$ cat config.mk
export PLATFORM = sky130hd
export DESIGN_NAME = mem_fifo_ctrl
export DESIGN_NICKNAME = d
export VERILOG_FILES = /design/src/rtl/mem_pkg.sv /design/src/rtl/fifo_arbiter.sv /design/src/rtl/mem_fifo_ctrl.sv
export SDC_FILE = /design/constraint.sdc
export NUM_CORES = 1
export LEC_CHECK = 0
export BUFFER_PORTS_ARGS = -buffer_cell sky130_fd_sc_hd__buf_2
export CAP_MARGIN = 10
export CELL_PAD_IN_SITES_DETAIL_PLACEMENT = 0
export CELL_PAD_IN_SITES_GLOBAL_PLACEMENT = 2
export CORE_UTILIZATION = 25
export CTS_CLUSTER_SIZE = 10
export DETAILED_ROUTE_END_ITERATION = 8
export PLACE_DENSITY_LB_ADDON = 0.1
export SKIP_LAST_GASP = 1
export SLEW_MARGIN = 0
export SYNTH_ARGS = -nofsm -noshare
export SYNTH_HDL_FRONTEND = slang
export SYNTH_HIERARCHICAL = 1
export SYNTH_SLANG_ARGS = --single-unit
$ cat constraint.sdc
create_clock -name CLK -period 2.9 [get_ports CLK]
set_input_delay 0.145 -clock CLK [delete_from_list [all_inputs] [get_ports CLK]]
set_output_delay 0.145 -clock CLK [all_outputs]
set_load 0.01 [all_outputs]
$ cat src/rtl/mem_pkg.sv
// Shared widths, depth and types for the memory-backed FIFO controller.
// op_t names the single action granted to the memory port each cycle.
package mem_pkg;
    localparam int DATA_W    = 32;
    localparam int ADDR_W    = 5;
    localparam int MEM_DEPTH = 1 << ADDR_W;

    typedef logic [DATA_W-1:0] word_t;
    typedef logic [ADDR_W-1:0] addr_t;

    typedef enum logic [1:0] {
        OP_READ   = 2'd0,
        OP_BYPASS = 2'd1,
        OP_WRITE  = 2'd2
    } op_t;
endpackage

$ cat src/rtl/fifo_arbiter.sv
// Purpose: picks READ, BYPASS (MEM_FIFO_BYPASS_EN only) or WRITE for the single memory port.
// Latency: purely combinational, zero cycles.
// Backpressure: in_ready drops during READ or when full; it never looks at in_valid.
module fifo_arbiter (
    input  logic           count_zero,
    input  logic           full,
    input  logic           slot_free,
    input  logic           in_valid,
    output mem_pkg::op_t   op,
    output logic           in_ready,
    output logic           mem_re,
    output logic           mem_we
);
    import mem_pkg::*;

    always_comb begin
        op       = OP_WRITE;
        in_ready = !full;
        mem_re   = 1'b0;
        mem_we   = 1'b0;
        if (!count_zero && slot_free) begin
            op       = OP_READ;
            in_ready = 1'b0;
            mem_re   = 1'b1;
        end
`ifdef MEM_FIFO_BYPASS_EN
        else if (slot_free) begin
            op       = OP_BYPASS;
            in_ready = 1'b1;
        end
`endif
        else begin
            // Write strobe only on an accepted push.
            mem_we = in_valid && !full;
        end
    end
endmodule

$ cat src/rtl/mem_fifo_ctrl.sv
// Purpose: FIFO controller using an external 32x32 single-port memory; optional MEM_FIFO_BYPASS_EN.
// Latency: push to out_valid is 1 edge with bypass on an empty queue, otherwise at least 2 edges.
// Backpressure: in_ready low while a prefetch READ owns the port or when memory is full.
module mem_fifo_ctrl #(
    parameter int DATA_W = 32,
    parameter int ADDR_W = 5
) (
    input  logic              CLK,
    input  logic              R,
    input  logic [DATA_W-1:0] in_data,
    input  logic              in_valid,
    output logic              in_ready,
    output logic [DATA_W-1:0] out_data,
    output logic              out_valid,
    input  logic              out_ready,
    output logic [ADDR_W:0]   count,
    output logic              full,
    output logic              empty,
    output logic [DATA_W-1:0] mem_D,
    output logic [ADDR_W-1:0] mem_A,
    output logic              mem_RE,
    output logic              mem_WE,
    input  logic [DATA_W-1:0] mem_out
);
    import mem_pkg::*;

    localparam logic [ADDR_W:0] DEPTH = (ADDR_W+1)'(1 << ADDR_W);

    logic [ADDR_W-1:0] wp;
    logic [ADDR_W-1:0] rp;
    logic              drain;
    logic              slot_free;
    logic              push;
    op_t               op;

    assign drain     = out_valid && out_ready;
    assign slot_free = !out_valid || drain;
    assign push      = in_valid && in_ready;
    assign full      = (count == DEPTH);
    assign empty     = (count == '0) && !out_valid;

    fifo_arbiter u_arb (
        .count_zero (count == '0),
        .full       (full),
        .slot_free  (slot_free),
        .in_valid   (in_valid),
        .op         (op),
        .in_ready   (in_ready),
        .mem_re     (mem_RE),
        .mem_we     (mem_WE)
    );

    // Address and data stay at zero whenever the port is idle.
    always_comb begin
        mem_A = '0;
        mem_D = '0;
        if (mem_RE) begin
            mem_A = rp;
        end else if (mem_WE) begin
            mem_A = wp;
            mem_D = in_data;
        end
    end

    always_ff @(posedge CLK or negedge R) begin
        if (!R) begin
            wp        <= '0;
            rp        <= '0;
            count     <= '0;
            out_data  <= '0;
            out_valid <= 1'b0;
        end else begin
            case (op)
                OP_READ: begin
                    out_data  <= mem_out;
                    out_valid <= 1'b1;
                    rp        <= rp + 1'b1;
                    count     <= count - 1'b1;
                end
                OP_BYPASS: begin
                    if (push) begin
                        out_data  <= in_data;
                        out_valid <= 1'b1;
                    end else if (drain) begin
                        out_valid <= 1'b0;
                    end
                end
                default: begin
                    if (push) begin
                        wp    <= wp + 1'b1;
                        count <= count + 1'b1;
                    end
                    if (drain) begin
                        out_valid <= 1'b0;
                    end
                end
            endcase
        end
    end
endmodule
### Word level (Yosys, flattened, before mapping)

Cells that the tools add are included.

* register bits after elaboration: 49
* latch bits: 0
* RAM bits: 0
* bits in read-only memories: 0
* bits of input ports: 68
* memories kept: 0

* $add $sub $neg: 4
* multipliers: 0
* div/mod/pow operators: 0
* $lt $le $gt $ge: 0
* eq/ne operators: 3
* shift-type cells: 0
* muxes and demuxes: 15
* bitwise operators: 2
* reductions and logical operators: 17

Operators with widths (number)
* $mux W32: 3
* $pmux W32 S2: 1
* $pmux W6 S2: 1
* $add A5 B1 Y5 const B: 2
* $mux W5: 2
* $add A6 B1 Y6 const B: 1
* $eq A6 B6 Y1 const B: 1
* $logic_not A6 Y1: 1
* $mux W6: 1
* $reduce_and A2 Y1: 3
* $sub A6 B1 Y6 const B: 1
* $logic_and A1 B1 Y1: 5
* $mux W1: 5
* $reduce_bool A2 Y1: 2
* $logic_not A1 Y1: 3
* $eq A2 B1 Y1 const B: 1
* $logic_not A2 Y1: 1
* $mux W2: 1
* $ne A2 B2 Y1 const B: 1
* $not A1 Y1: 2
* $pmux W1 S2: 1
* $reduce_or A2 Y1: 1
* $logic_or A1 B1 Y1: 1

### Longest topological paths before layout

Gate-level depths: netlist of run 1.

* word-level depth: 8
* gate-level depth with buffers: 11

### Modules after synthesis

The synthesis of run 1 kept the hierarchy.

By module, submodules not included
* mem_fifo_ctrl: times used 1, cells an instance 249, area an instance 2572.5 µm², sequential area each 1226.2 µm²
* fifo_arbiter: times used 1, cells an instance 6, area an instance 45.0 µm², sequential area each 0.0 µm²

### Least setup slack after synthesis of run 1

Ideal clock, no wire load.

* path kind: flip-flop to flip-flop
* from: register count[0]
* to: register count[2]
* arrival: 2161 ps
* required time: 2770 ps
* setup slack: 609 ps
* stages on the path, launching flop included: 12
* period minus slack after synthesis: 2291 ps
* cell sequence: dfrtp_1 -> nor3_1 -> nand2_1 -> nor2_1 -> nor2b_4 -> inv_1 -> nor2_2 -> xor2_1 -> ha_1 -> nor4_1 -> a21oi_1 -> xnor2_1

* cells in the longest elaborated chain, start to end: 7

RTL lines
* start, declared: RTL line mem_fifo_ctrl.sv:16 `output logic [ADDR_W:0] count,`
* start signal, assigned: RTL line mem_fifo_ctrl.sv:78 `count <= count - 1'b1;`
* start signal, assigned: RTL line mem_fifo_ctrl.sv:91 `count <= count + 1'b1;`
* $logic_not A6 Y1 *: RTL line mem_fifo_ctrl.sv:43 `.count_zero (count == '0),`
* $logic_not A1 Y1 *: RTL line fifo_arbiter.sv:21 `if (!count_zero && slot_free) begin`
* $logic_and A1 B1 Y1 *: RTL line fifo_arbiter.sv:21
* $mux W2 *: RTL line fifo_arbiter.sv:21
* via op[1]: RTL line mem_fifo_ctrl.sv:34 `op_t op;`
* $logic_not A2 Y1 / $eq A2 B1 Y1 (equally long branches): RTL line mem_fifo_ctrl.sv:73 `case (op)`
* $reduce_bool A2 Y1 (no line) / $not A1 Y1 (equally long branches)
* $reduce_and A2 Y1 (no line)

Mark *: on every way through the listed nets, which the timed path passes. The rest lies on a longest branch. The select of a mux whose other input is x is not followed.
A chain may end at the register's enable or synchronous reset.

### Worst setup path after layout of run 1

* from: register count[0]
* to: output mem_D[27]

* cells in the longest elaborated chain, start to end: 6

RTL lines
* $eq A6 B6 Y1 / $logic_not A6 Y1 (equally long branches): RTL line mem_fifo_ctrl.sv:39, mem_fifo_ctrl.sv:43
* $logic_not A1 Y1, on equally long branches: RTL line fifo_arbiter.sv:34, fifo_arbiter.sv:21
* $logic_and A1 B1 Y1, on equally long branches: RTL line fifo_arbiter.sv:34, fifo_arbiter.sv:21
* $mux W1: RTL line fifo_arbiter.sv:21
* $mux W32: RTL line mem_fifo_ctrl.sv:59 `end else if (mem_WE) begin`
* $mux W32 *: RTL line mem_fifo_ctrl.sv:57 `if (mem_RE) begin`
* end, declared: RTL line mem_fifo_ctrl.sv:19 `output logic [DATA_W-1:0] mem_D,`

Every way passes the cells marked *; elsewhere a longest branch is shown, timed or not.

==> results of run 1 <==
## worst max-delay path by stage
stage,slack [ns],from,endpoint,cells past startpoint
final,0.47,count[0],mem_D[27],9
after global routing,0.23,count[0],mem_D[27],9
after CTS,0.42,count[0],mem_D[27],9
after detailed placement,0.60,count[0],count[4],11
after global placement,0.64,count[0],count[2],11
after floorplan,0.61,count[0],count[2],11
## report_power, final
group / internal [W] / switching (W) / total [W]
Clock: 0.000190 / 0.000222 / 0.000412
Combinational: 0.000573 / 0.000671 / 0.00124
Sequential: 0.000976 / 0.000231 / 0.00121
Total: 0.00174 / 0.00112 / 0.00286
## sequential cells by signal, summed over array words and instances (netlist names)
register	count
out_data	32
count	6
rp	5
out_valid	1
wp	5
## synth_stat cells, types with 2 or more instances
| library cell | number | area [um^2] |
|---|---|---|
| nand2_1 | 38 | 143 |
| clkbuf_1 | 7 | 26.3 |
| xnor2_1 | 9 | 78.8 |
| buf_8 | 3 | 45.0 |
| buf_4 | 3 | 22.5 |
| nor2b_1 | 2 | 12.5 |
| mux2i_1 | 32 | 320 |
| and2_1 | 32 | 200 |
| nand4_1 | 5 | 31.3 |
| inv_1 | 2 | 7.51 |
| buf_2 | 3 | 15.0 |
| o21ai_0 | 2 | 10.0 |
| xor2_1 | 5 | 43.8 |
| nor2_1 | 5 | 18.8 |
| nor3_1 | 2 | 10.0 |
| dfrtp_1 | 49 | 1230 |
| a22o_1 | 5 | 43.8 |
| mux2_2 | 3 | 33.8 |
| o21ai_1 | 31 | 155 |
| ha_1 | 3 | 37.5 |
## kinds of logic after synthesis
kind of cell	after synthesis
and+or+nand+nor	92
other	1
buffers and inverters	19
AOI/OAI and AO/OA	42
DFF	49
xor gates and xnor gates	14
muxes	35
adders and majority gates	3
## critical path, stage by stage (launching register included)
cell,delay [ns]
dfrtp_1,0.48
nor3_1,0.21
nand2_1,0.14
nor2_1,0.19
nor2b_4,0.10
nor3b_2,0.17
nor2b_2,0.17
buf_4,0.23
and2_1,0.15
buf_2,0.14
## per-stage QoR
step                      setup WS [ns]  area (um^2)  power, W
after global placement            0.645         3460   0.00247
after global routing              0.230         3550   0.00312
final                             0.466         3550   0.00286
after detailed placement          0.600         3460   0.00248
after CTS                         0.423         3550   0.00291
after floorplan                   0.609         2620   0.00196
## routing by layer
| layer | vias up | global-route usage (%) |
|---|---|---|
| met5 | - | 0 |
| met4 | 0 | 3.06 |
| met3 | 2 | 3.88 |
| met2 | 90 | 22.5 |
| met1 | 965 | 17.2 |
| li1 | 1145 | - |
## layout make-up
class / instances / area, um^2
Timing Repair Buffer: 154 / 801
Fill cell: 1035 / 6400
Clock buffer: 7 / 86.3
Multi-Input combinational cell: 187 / 1270
Tap cell: 133 / 166
Sequential cell: 49 / 1230
Inverter: 2 / 7.51
## timing repair
| action | 4_1_cts | 5_1_grt |
|---|---|---|
| endpoints found under the hold margin | 30 | 0 |
| setup buffers | 0 | 0 |
| hold buffers | 1 | 0 |
==> metrics, run 1 <==
routed len/inst=13.4 um; Compound-Gate Fraction of Synth Area=approximately 9.6%; H-tree depth=2; ratio of cells with drive above 1 in the final layout=42.9%; wire length on met1=~3.3 mm; clock buffer count from CTS=5; Top FF cell, synth=dfrtp_1; DR iter-0 viols=65; CTS clk-pin slew, worst paths=0.09 ns; clk root buf=clkbuf_8; most frequent cells in the layout=buf_2, dfrtp_1, nand2_1, and2_1, mux2i_1; sequential share of the synthesized area=between 40% and 50%; deepest clock path buffer count=2; flop-to-flop setup slack=roughly 0.58 ns; TritonCTS Sinks=slightly below 50; drt pass-1 iters=4; unrepaired setup endpoints after global routing=false; total die area=10900 um^2; area of the mapped netlist=approximately 2600 um^2; largest family of logic cells by synthesized area=simple AND/OR/NAND/NOR gates; DRC=0; Crit Reg-Reg Startpoint=count[0]; diode count=0; die height=104 um; leading cell type in the layout, fill and taps excluded=buf_2; residual overflow from global routing=0; Slew headroom=-152%; synthesized net count=roughly 330; setup violators final=0; number of I/O port buffers=148; Max-cap violations=0; Max rail drop VDD=between 0.0002 and 0.00025 V; gp weighted congestion=approximately 0.73; initial core utilization=roughly a quarter; fin util=between 30% and 40%; Fin Clk Skew=around 0.0064 ns; CP Capture Type=output port; Async S/R FF share, synth=100%; failing checks=slew limit; Hold Crit Class=in -> reg; Cells after DPL=524; synthesized-area fraction occupied by and/or/nand/nor cells=approximately a fifth; metal2 WL=~3.3 mm; final WL=7.12 mm; hold depth=3; PwrDens=806 nW/um^2; Pins Over Slew Limit=33; critical path required time=roughly 2.8 ns; minimum hold slack=0.116 ns; worst path arrival time=approximately 2.3 ns; Crit Path Category=reg -> out; final-stage net count=470; DPL Wire Length=~5.4 mm; EDFF count, synth=0; Hold Path End=out_data[11]; final non-filler cell total=roughly 530; Core ar.=between 9000 and 10000 um^2; Worst R2R End=count[4]; xor/xnor share of the synthesized area=4.68%; Die Span X=~100 um; # rows=36; synthesized area per cell=about 10 um^2; fmax=411 MHz; largest net degree at the start of global routing=45; vias in the first global route=2183; Final Hold Vio Count=0; first-pass GRT wire length=11.5 mm; total negative slack=0 ns; vias after detailed routing=2202; Gates resized, CTS repair=0; Syn Inst Count=roughly 260; mux cell area share after synthesis=between 10% and 20%; initial antenna violation count=0; Critical Path Start Type=flip-flop; clock insertion delay at the later pin of the skew report=roughly 0.29 ns; post-DR vias/cell=4.14; antenna viol nets, final=0; GRT Total Usage=a little over an eighth; leak pwr=approximately 1.9 nW; post-synthesis cell type count=34; min-delay src=mem_out[11]; uppermost layer routed=met4; critical path peak fanout=21; fraction of the mapped netlist area in adder cells=approximately 1.4%; Synth warnings=6; status=complete, but fails checks; #FFs+latches synth=49; I/O pin cnt=around 150; Layout area overhead=35.8%; post-layout min period=~2.4 ns; metal3 WL=roughly 490 um; Worst Tran Pin Value=between 3 and 4 ns; Reg2Reg Depth=11; Period Utilization, post-route=between 80 and 90%; CTS tree=yes
No activity file was read; power rests on OpenSTA's default activity.
==> run 2, diff against run 1 <==
Clock period 2.9 ns to 2.3 ns, I/O delays scaled along.
==> run 2 against run 1 <==
Compared with the run above:
- the flow still finishes with violations (slew limit)
- utilization rose by 3.8 points
- non-clock buffer count rose by 16
- via count rose by 5.0%
- wire length rose by 10%
- critical path depth rose by 1
- register-to-register slack got worse by 0.24 ns
- critical path type unchanged
==> metrics, run 2 (synthesized netlist as in run 1, its figures left out) <==
Biggest register=out_data; Bufs and invs on worst path=3 (+1); number of flip-flops in the largest register=32 (unchanged); Max-cap violations=0 (unchanged); Core ar.=9950 um^2 (unchanged); routed len/inst=14.3 um (+6.6%); H-tree depth=2 (unchanged); DR iter-0 viols=55 (-15%); initial antenna violation count=0 (unchanged); pre-CTS setup slack=0.0996 ns (-0.501 ns); clk root buf=clkbuf_8; most frequent cells in the layout=buf_2, dfrtp_1, nand2_1, mux2i_1, o21ai_1; Slew headroom=-150% (+2.2 points); CTS clk-pin slew, worst paths=0.09 ns (about the same); # rows=36 (unchanged); deepest clock path buffer count=2 (unchanged); ratio of cells with drive above 1 in the final layout=49.5% (+6.7 points); post-DR vias/cell=4.21 (+1.7%); GRT Total Usage=13.0% (-0.58 points); fmax=about 440 MHz; drt pass-1 iters=4 (unchanged); critical path required time=2.18 ns (-0.58 ns); Crit Path Category=reg -> out; diode count=0 (unchanged); leading cell type in the layout, fill and taps excluded=buf_2; total die area=10900 um^2 (unchanged); residual overflow from global routing=0 (unchanged); Final Hold Vio Count=0 (unchanged); Critical Path Max Stage Delay=0.42 ns (-0.06 ns); gp weighted congestion=0.734 (+0.52%); fin util=39.5% (+3.8 points); DRC=0 (unchanged); final-stage net count=486 (+3.4%); critical path peak fanout=9 (-57%); slowest stage cell on the critical path=dfrtp_1; antenna viol nets, final=0 (unchanged); vias after detailed routing=2312 (+5.0%); Crit path top cell by count=nor2b_4; largest net degree at the start of global routing=66 (+47%); Layout area overhead=50.3%; PwrDens=1000 nW/um^2 (+25%); vias in the first global route=2140 (-2.0%); post-layout min period=roughly 2.3 ns; I/O pin cnt=149 (unchanged); initial core utilization=26.3% (unchanged); DPL Wire Length=5.16 mm (-5.1%); Hold Crit Class=in -> reg; first-pass GRT wire length=11.2 mm (-3.2%); clock buffer count from CTS=5 (unchanged); Fin Clk Skew=0.00369 ns (-0.00272 ns); Worst Tran Pin Value=3.74 ns (-0.0329 ns); unrepaired setup endpoints after global routing=true; Critical Path Start Type=flip-flop; setup violators final=0 (unchanged); failing checks=slew limit; TritonCTS Sinks=49 (unchanged); flop-to-flop setup slack=0.34 ns (-0.24 ns); Largest regs=out_data x32, count x6; worst path arrival time=2.14 ns (-0.15 ns); CP Capture Type=output port; status=complete, but fails checks; number of I/O port buffers=148 (unchanged); clock insertion delay at the later pin of the skew report=0.30 ns (about the same); Period Utilization, post-route=between 90 and 100%; critical path cell sequence=nor3_2, nand2_2, nor2_4, nor2b_4, nor3b_2, nor2b_4, buf_12, clkbuf_16, a22o_1, buf_2; final WL=7.84 mm (+10%); leak pwr=2.02 nW (+7.9%); Die Span X=104 um (unchanged); total negative slack=0 ns (unchanged); CTS tree=yes; Pins Over Slew Limit=33 (unchanged); Max rail drop VDD=0.000385 V (+65%); Final WS setup=0.0478 ns (-0.419 ns); die height=104 um (unchanged); delay-heaviest family, CP=simple AND/OR/NAND/NOR gates
run 2: per-layer routing:
layer	up-vias	track usage, %	routed length, um	share of wire (%)
met1	1026	16.6	3460	44
li1	1183	-	-	-
met3	6	4.01	574	7.3
met4	0	3.67	76	0.97
met2	97	20.8	3730	48
met5	-	0	0	0
run 2: worst min-delay path: stages:
cell	delay [ns]
buf_2	0.07
mux2i_1	0.05
o21ai_1	0.10
run 2: final cells by class:
type | count | area, um^2
Clock buffer | 6 | 82.6
Tap cell | 133 | 166
Fill cell | 1042 | 6020
Timing Repair Buffer | 170 | 1090
Multi-Input combinational cell | 187 | 1320
Sequential cell | 49 | 1230
Clock inverter | 2 | 37.5
Inverter | 2 | 7.51
run 2: worst paths after layout:
| check | depth (start not counted) | startpoint | endpoint |
|---|---|---|---|
| max in group asynchronous | 3 | R | count[3] |
| worst max register to register | 11 | count[4] | count[2] |
| worst min register to register | 1 | rp[4] | rp[4] |
| min in group asynchronous | 3 | R | count[5] |
| worst max-delay path | 10 | count[4] | mem_A[2] |
| worst min-delay path | 3 | mem_out[0] | out_data[0] |
run 2: per-stage QoR:
| step | hold WS (ns) | instance area (um^2) | std cells | power [W] |
|---|---|---|---|---|
| 3_3_place_gp | 0.131 | 3510 | 528 | 0.00317 |
| 5_1_grt | 0.0689 | 3930 | 549 | 0.00425 |
| 6_report | 0.0786 | 3930 | 549 | 0.00395 |
| 4_1_cts | 0.0651 | 3650 | 537 | 0.00386 |
| 3_5_place_dp | 0.125 | 3510 | 528 | 0.00317 |
| 2_1_floorplan | -0.181 | 2620 | 255 | 0.00247 |
run 2: power breakdown:
part	internal (W)	total (W)	switching (W)
logic	0.000870	0.00180	0.000933
registers	0.00123	0.00149	0.000262
clock network	0.000354	0.000650	0.000296
total	0.00246	0.00395	0.00149
run 2: timing repair:
action                                  in CTS  in global routing
buffers inserted                             0                  7
endpoints found under the hold margin       49                  0
pin swaps                                    0                 11
endpoints found under the setup margin      37                 37
hold buffers                                 1                  0
cloned                                       0                  5
resized for setup                            3                 28
